--- config.mk ---
export PLATFORM = sky130hd
export DESIGN_NAME = alu_shift_seq
export DESIGN_NICKNAME = d
export VERILOG_FILES = /design/src/rtl/alu_shift_seq.sv
export SDC_FILE = /design/constraint.sdc
export NUM_CORES = 1
export LEC_CHECK = 0
export CAP_MARGIN = 10
export CORE_AREA = 2 2 93 140
export DETAILED_ROUTE_END_ITERATION = 16
export DIE_AREA = 0 0 95 142
export GPL_ROUTABILITY_DRIVEN = 1
export PLACE_DENSITY = 0.65
export SYNTH_ARGS = -nofsm -noshare
export SYNTH_HDL_FRONTEND = slang
export SYNTH_SLANG_ARGS = --single-unit
--- constraint.sdc ---
create_clock -name clk_i -period 3.8 [get_ports clk_i]
set_input_delay 0.76 -clock clk_i [delete_from_list [all_inputs] [get_ports clk_i]]
set_output_delay 0.76 -clock clk_i [all_outputs]
set_load 0.02 [all_outputs]
--- src/rtl/alu_shift_seq.sv ---
// Multi-cycle logical shifter: accepts one SLL/SLLI/SLR/SLRI request, shifts up to
// SHIFT_STEP positions per cycle and presents the result through a valid/ready handshake.
package simple_processor_pkg;
  localparam int DATA_WIDTH = 32;

  typedef enum logic [3:0] {
    FN_ADD  = 4'd0,
    FN_SUB  = 4'd1,
    FN_AND  = 4'd2,
    FN_OR   = 4'd3,
    FN_XOR  = 4'd4,
    FN_SLL  = 4'd5,
    FN_SLLI = 4'd6,
    FN_SLR  = 4'd7,
    FN_SLRI = 4'd8
  } func_t;
endpackage

// state | meaning
// IDLE  | ready for a request, no result pending
// SHIFT | iterating, remaining_q positions still to shift
// DONE  | result_o valid, waiting for ready_i
module alu_shift_seq #(
  parameter int DATA_WIDTH = simple_processor_pkg::DATA_WIDTH,
  parameter int SHIFT_STEP = 4
) (
  input  logic                        clk_i,
  input  logic                        arst_ni,
  input  logic                        valid_i,
  output logic                        ready_o,
  input  simple_processor_pkg::func_t func_i,
  input  logic [DATA_WIDTH-1:0]       rs1_data_i,
  input  logic [DATA_WIDTH-1:0]       rs2_data_i,
  input  logic [5:0]                  imm_i,
  input  logic                        flush_i,
  output logic                        valid_o,
  input  logic                        ready_i,
  output logic [DATA_WIDTH-1:0]       result_o
);

  localparam int CNT_W = $clog2(DATA_WIDTH) + 1;
  localparam logic [DATA_WIDTH-1:0] WIDTH_AMT = DATA_WIDTH'(DATA_WIDTH);
  localparam logic [CNT_W-1:0]      WIDTH_CNT = CNT_W'(DATA_WIDTH);
  localparam logic [CNT_W-1:0]      STEP_CNT  = CNT_W'(SHIFT_STEP);

  typedef enum logic [1:0] {
    S_IDLE  = 2'd0,
    S_SHIFT = 2'd1,
    S_DONE  = 2'd2
  } state_t;

  state_t                state_q, state_d;
  logic [DATA_WIDTH-1:0] result_q, result_d;
  logic [CNT_W-1:0]      remaining_q, remaining_d;
  logic                  left_q, left_d;

  logic                  is_imm;
  logic                  is_left;
  logic [DATA_WIDTH-1:0] amt_full;
  logic [CNT_W-1:0]      amt_sat;
  logic [CNT_W-1:0]      step_n;

  // Decode: anything that is not an explicit left shift behaves as SLR.
  always_comb begin
    is_imm   = (func_i == simple_processor_pkg::FN_SLLI) ||
               (func_i == simple_processor_pkg::FN_SLRI);
    is_left  = (func_i == simple_processor_pkg::FN_SLL) ||
               (func_i == simple_processor_pkg::FN_SLLI);
    amt_full = is_imm ? {{(DATA_WIDTH-6){imm_i[5]}}, imm_i} : rs2_data_i;
    amt_sat  = (amt_full >= WIDTH_AMT) ? WIDTH_CNT : amt_full[CNT_W-1:0];
    step_n   = (remaining_q < STEP_CNT) ? remaining_q : STEP_CNT;
  end

  always_comb begin
    state_d     = state_q;
    result_d    = result_q;
    remaining_d = remaining_q;
    left_d      = left_q;
    ready_o     = 1'b0;
    valid_o     = 1'b0;

    unique case (state_q)
      S_IDLE: begin
        ready_o = 1'b1;
        if (valid_i && !flush_i) begin
          result_d    = rs1_data_i;
          left_d      = is_left;
          remaining_d = amt_sat;
          state_d     = (amt_sat == '0) ? S_DONE : S_SHIFT;
        end
      end
      S_SHIFT: begin
        if (flush_i) begin
          remaining_d = '0;
          state_d     = S_IDLE;
        end else begin
          result_d    = left_q ? (result_q << step_n) : (result_q >> step_n);
          remaining_d = remaining_q - step_n;
          if (remaining_d == '0) state_d = S_DONE;
        end
      end
      S_DONE: begin
        valid_o = 1'b1;
        if (flush_i) begin
          remaining_d = '0;
          state_d     = S_IDLE;
        end else if (ready_i) begin
          state_d = S_IDLE;
        end
      end
      default: begin
        remaining_d = '0;
        state_d     = S_IDLE;
      end
    endcase
  end

  always_ff @(posedge clk_i or negedge arst_ni) begin
    if (!arst_ni) begin
      state_q     <= S_IDLE;
      result_q    <= '0;
      remaining_q <= '0;
      left_q      <= 1'b0;
    end else begin
      state_q     <= state_d;
      result_q    <= result_d;
      remaining_q <= remaining_d;
      left_q      <= left_d;
    end
  end

  assign result_o = result_q;

endmodule
==> results.cfg <==
[synth]
synth.avg_cell_area_um2 = 7.82
post_synth_fa_ha_maj_area_fraction_pct = 0.260
synthMuxAreaShare_pct = 16.9
syn-cell-area_um2 = 4800
asyncSetResetFlopFracSynth_pct = 100
fraction_of_the_mapped_netlist_area_in_compound_gates_pct = 30.8
yosys.area_share.simple_pct = 22.0
synth_xor_area_share_pct = 0.182
netlist_instances = 614
synth_ff_type = sky130_fd_sc_hd__dfrtp_1
ys_ff_latch = 41
synth-edff-count = 0
synth.net_count = 694
yosys_warnings = 0
ys_seq_area_share_pct = 21.4
combinational_family_with_the_most_area_after_synthesis = compound AO/OA/AOI/OAI gates
yosysUniqueCellTypes = 72

[critical_path]
crit_fanout = 33
cp.required_ns = 4.00
worst-r2r-cell-count = 6
timing.rr.end = state_q[1]
critical_path.endpoint_type = flop
cp-startpoint = remaining_q[1]
critical_path_class = flop to flop
crit_end = state_q[1]
worst_setup_path_start_kind = flop
worstPathCellList = nand2_1 > ha_1 > or4b_2 > o311a_1 > o31ai_1 > nor3b_1
worst-r2r-setup-slack_ns = 0.87
worst_ep_arrival_time_ns = 3.13
slowest_delay_ns = 0.82
crit-reg2reg-launch = remaining_q[1]
crit_slowest_cell = sky130_fd_sc_hd__dfrtp_2

[power]
power_density_nw_per_um2 = 877
power.ir.vdd_worst_mv = 0.404
static-leakage-power_nw = 2.19
design_power_total_mw = 5.34

[routing]
ant_nets = 0
vias_per_cell = 6.79
routed-wl-met3_um = 1750
violation_count_after_the_first_detailed_routing_iteration = 695
routed-wl-met2_um = 9430
average_detailed_routed_wire_length_per_instance_um = 23.1
met1_length_um = 6990
num_vias = 5652
wirelength_um = 19300
post-route-drc-count = 0
highest-signal-layer = met4
detail_route.first_pass.iterations = 5

[finish]
num-fill-cells = 1190
area_of_all_placed_cells_without_fillers_um2 = 6090
share_of_post_route_cells_with_drive_strength_above_1_pct = 9.45
final_net_count = 756
fin_util_pct = 49.4
area_growth_syn_to_layout_pct = 26.8
antenna-diode-count = 0

[timing]
clock.fmax_ghz = 0.342
finClkSkew_ns = 0.0117
final.min_clock_period_ns = 2.93
final_min_period_over_clock_period_pct = 77.0
finalMaxSlewViolations = 0
slew-limit-headroom_pct = 18.8
timing.final.hold_violations = 0
rsz_0062_raised_after_global_routing = no
timing.final.setup_violations = 0
timing_worst_slew_pin_value_ns = 1.21
final.hold.worst_slack_ns = 0.644
tns_ns = 0

[floorplan]
ios = 113
coreArea_um2 = 12300
die_h_um = 142
floorplan.die_area_um2 = 13500
start_util_pct = 39.0
std_cell_rows = 50
fp.dieW_um = 95

[global_route]
grt_pass1_wl_um = 30000
grt_start_max_net_pins = 42
grt_antenna_before_repair = 0
combined_global_route_utilization_of_all_metal_layers_pct = 28.4
global_route.overflow_total = 0
first_global_vias = 5424

[worst_hold_path]
worst_hold_path_type = flop to flop

[run]
maxCapViolations = 0

[placed_design]
final_replace_weighted_congestion = 0.935
placedInstanceArea_um2 = 5900
port_buffers = 112
detailed_placement_hpwl_um = 13100

[clock_network]
cts-buffers-inserted = 5
cts.sink_count = 41
htree_num_levels = 2
clock_path_buffers = 2
cts_setup_buffers = 0
clock_insertion_delay_worst_skew_ns = 0.30
clk_pin_slew_worst_setup_hold_paths_ns = 0.07
clockRootBuffer = sky130_fd_sc_hd__clkbuf_16
hold_buffers = 0
post_cts_resized = 0
cts_tree = built

[run_status]
outcome = finished clean
-- layout make-up --
class	count	area, um^2	area share [%]
Inverter	9	33.8	0.555
Tap cell	156	195	3.21
Clock inverter	3	65.1	1.07
Timing Repair Buffer	132	1270	20.8
Multi-Input combinational cell	487	3380	55.4
Sequential cell	41	1030	16.9
Clock buffer	5	125	2.05
-- how the worst min path moves through the flow --
stage / start / to / slack [ns] / depth (start not counted)
final: result_o[31] / result_o[31] / 0.64 / 1
after global routing: result_o[1] / result_o[1] / 0.64 / 1
after CTS: result_o[1] / result_o[1] / 0.63 / 1
after detailed placement: result_o[1] / result_o[1] / 0.62 / 1
after global placement: result_o[1] / result_o[1] / 0.62 / 1
after floorplan: arst_ni / left_q / 0.46 / 0
-- power by group --
group / switching, mW / total, mW / internal (mW)
clock: 0.203 / 0.579 / 0.376
sequential: 0.735 / 1.37 / 0.636
combinational: 1.91 / 3.39 / 1.48
-- worst max-delay path, delay by kind of cell, from the launching register on --
kind	cells	cell delay (ns)
AOI/OAI and AO/OA	2	0.71
adders and majority gates	1	0.29
DFF	1	0.82
and+or+nand+nor	3	1.01
-- registers in the layout, indices dropped and copies added, names as in the netlist --
name,flops
left_q,1
state_q,2
remaining_q,6
result_o,32
-- placed cells by master, fill, tap and decap left out, drive strengths merged, types with 8 or more instances in the layout --
cell / Yosys / layout
a211o: 8 / 8
a211oi: 18 / 18
a21oi: 36 / 36
a221oi: 12 / 12
a31oi: 18 / 18
and3: 9 / 9
buf: 40 / 21
clkdlybuf4s50: 0 / 111
dfrtp: 41 / 41
inv: 8 / 8
mux2i: 44 / 44
mux4: 14 / 14
nand2: 65 / 65
nand3: 12 / 12
nor2: 53 / 53
nor2b: 9 / 9
nor3: 21 / 21
nor4: 10 / 10
o211ai: 10 / 10
o21ai: 38 / 38
-- synthesized netlist by cell type (9+ instances only) --
library cell / instances / area share (%)
sky130_fd_sc_hd__buf_2: 23 / 2.4
sky130_fd_sc_hd__a221oi_1: 11 / 2.0
sky130_fd_sc_hd__dfrtp_1: 41 / 21
sky130_fd_sc_hd__nand2_1: 62 / 4.8
sky130_fd_sc_hd__mux4_2: 14 / 6.6
sky130_fd_sc_hd__o211ai_1: 10 / 1.6
sky130_fd_sc_hd__nor2_1: 50 / 3.9
sky130_fd_sc_hd__clkbuf_1: 37 / 2.9
sky130_fd_sc_hd__nor3_1: 21 / 2.2
sky130_fd_sc_hd__a21oi_1: 36 / 3.8
sky130_fd_sc_hd__a211oi_1: 18 / 2.8
sky130_fd_sc_hd__nand3_1: 12 / 1.3
sky130_fd_sc_hd__a31oi_1: 18 / 2.3
sky130_fd_sc_hd__and3_1: 9 / 1.2
sky130_fd_sc_hd__nor4_1: 9 / 1.2
sky130_fd_sc_hd__o21ai_0: 34 / 3.5
sky130_fd_sc_hd__nor2b_1: 9 / 1.2
sky130_fd_sc_hd__mux2i_1: 44 / 9.2
-- per-stage QoR --
stage	worst slack [ns]	cells
final	0.875	833
after global routing	0.781	833
after CTS	0.972	833
after detailed placement	0.668	825
after global placement	0.665	825
after floorplan	0.983	614
-- logic make-up (layout without fill, tap and decap cells) --
group                    after synthesis  count (layout)
AND/OR/NAND/NOR                      211             211
XOR/XNOR                               1               1
buffers and inverters                 86             149
flip-flops                            41              41
adder cells (fa/ha/maj)                1               1
other                                  1               1
AO/OA/AOI/OAI                        210             210
multiplexers                          63              63
-- metal layers --
| layer | global-route usage, % | vias up |
|---|---|---|
| li1 | - | 2483 |
| met1 | 35.6 | 2655 |
| met2 | 46.6 | 427 |
| met3 | 3.65 | 87 |
| met4 | 16.1 | 0 |
| met5 | 0 | - |
Note: power is estimated with default switching activity, not from simulation.
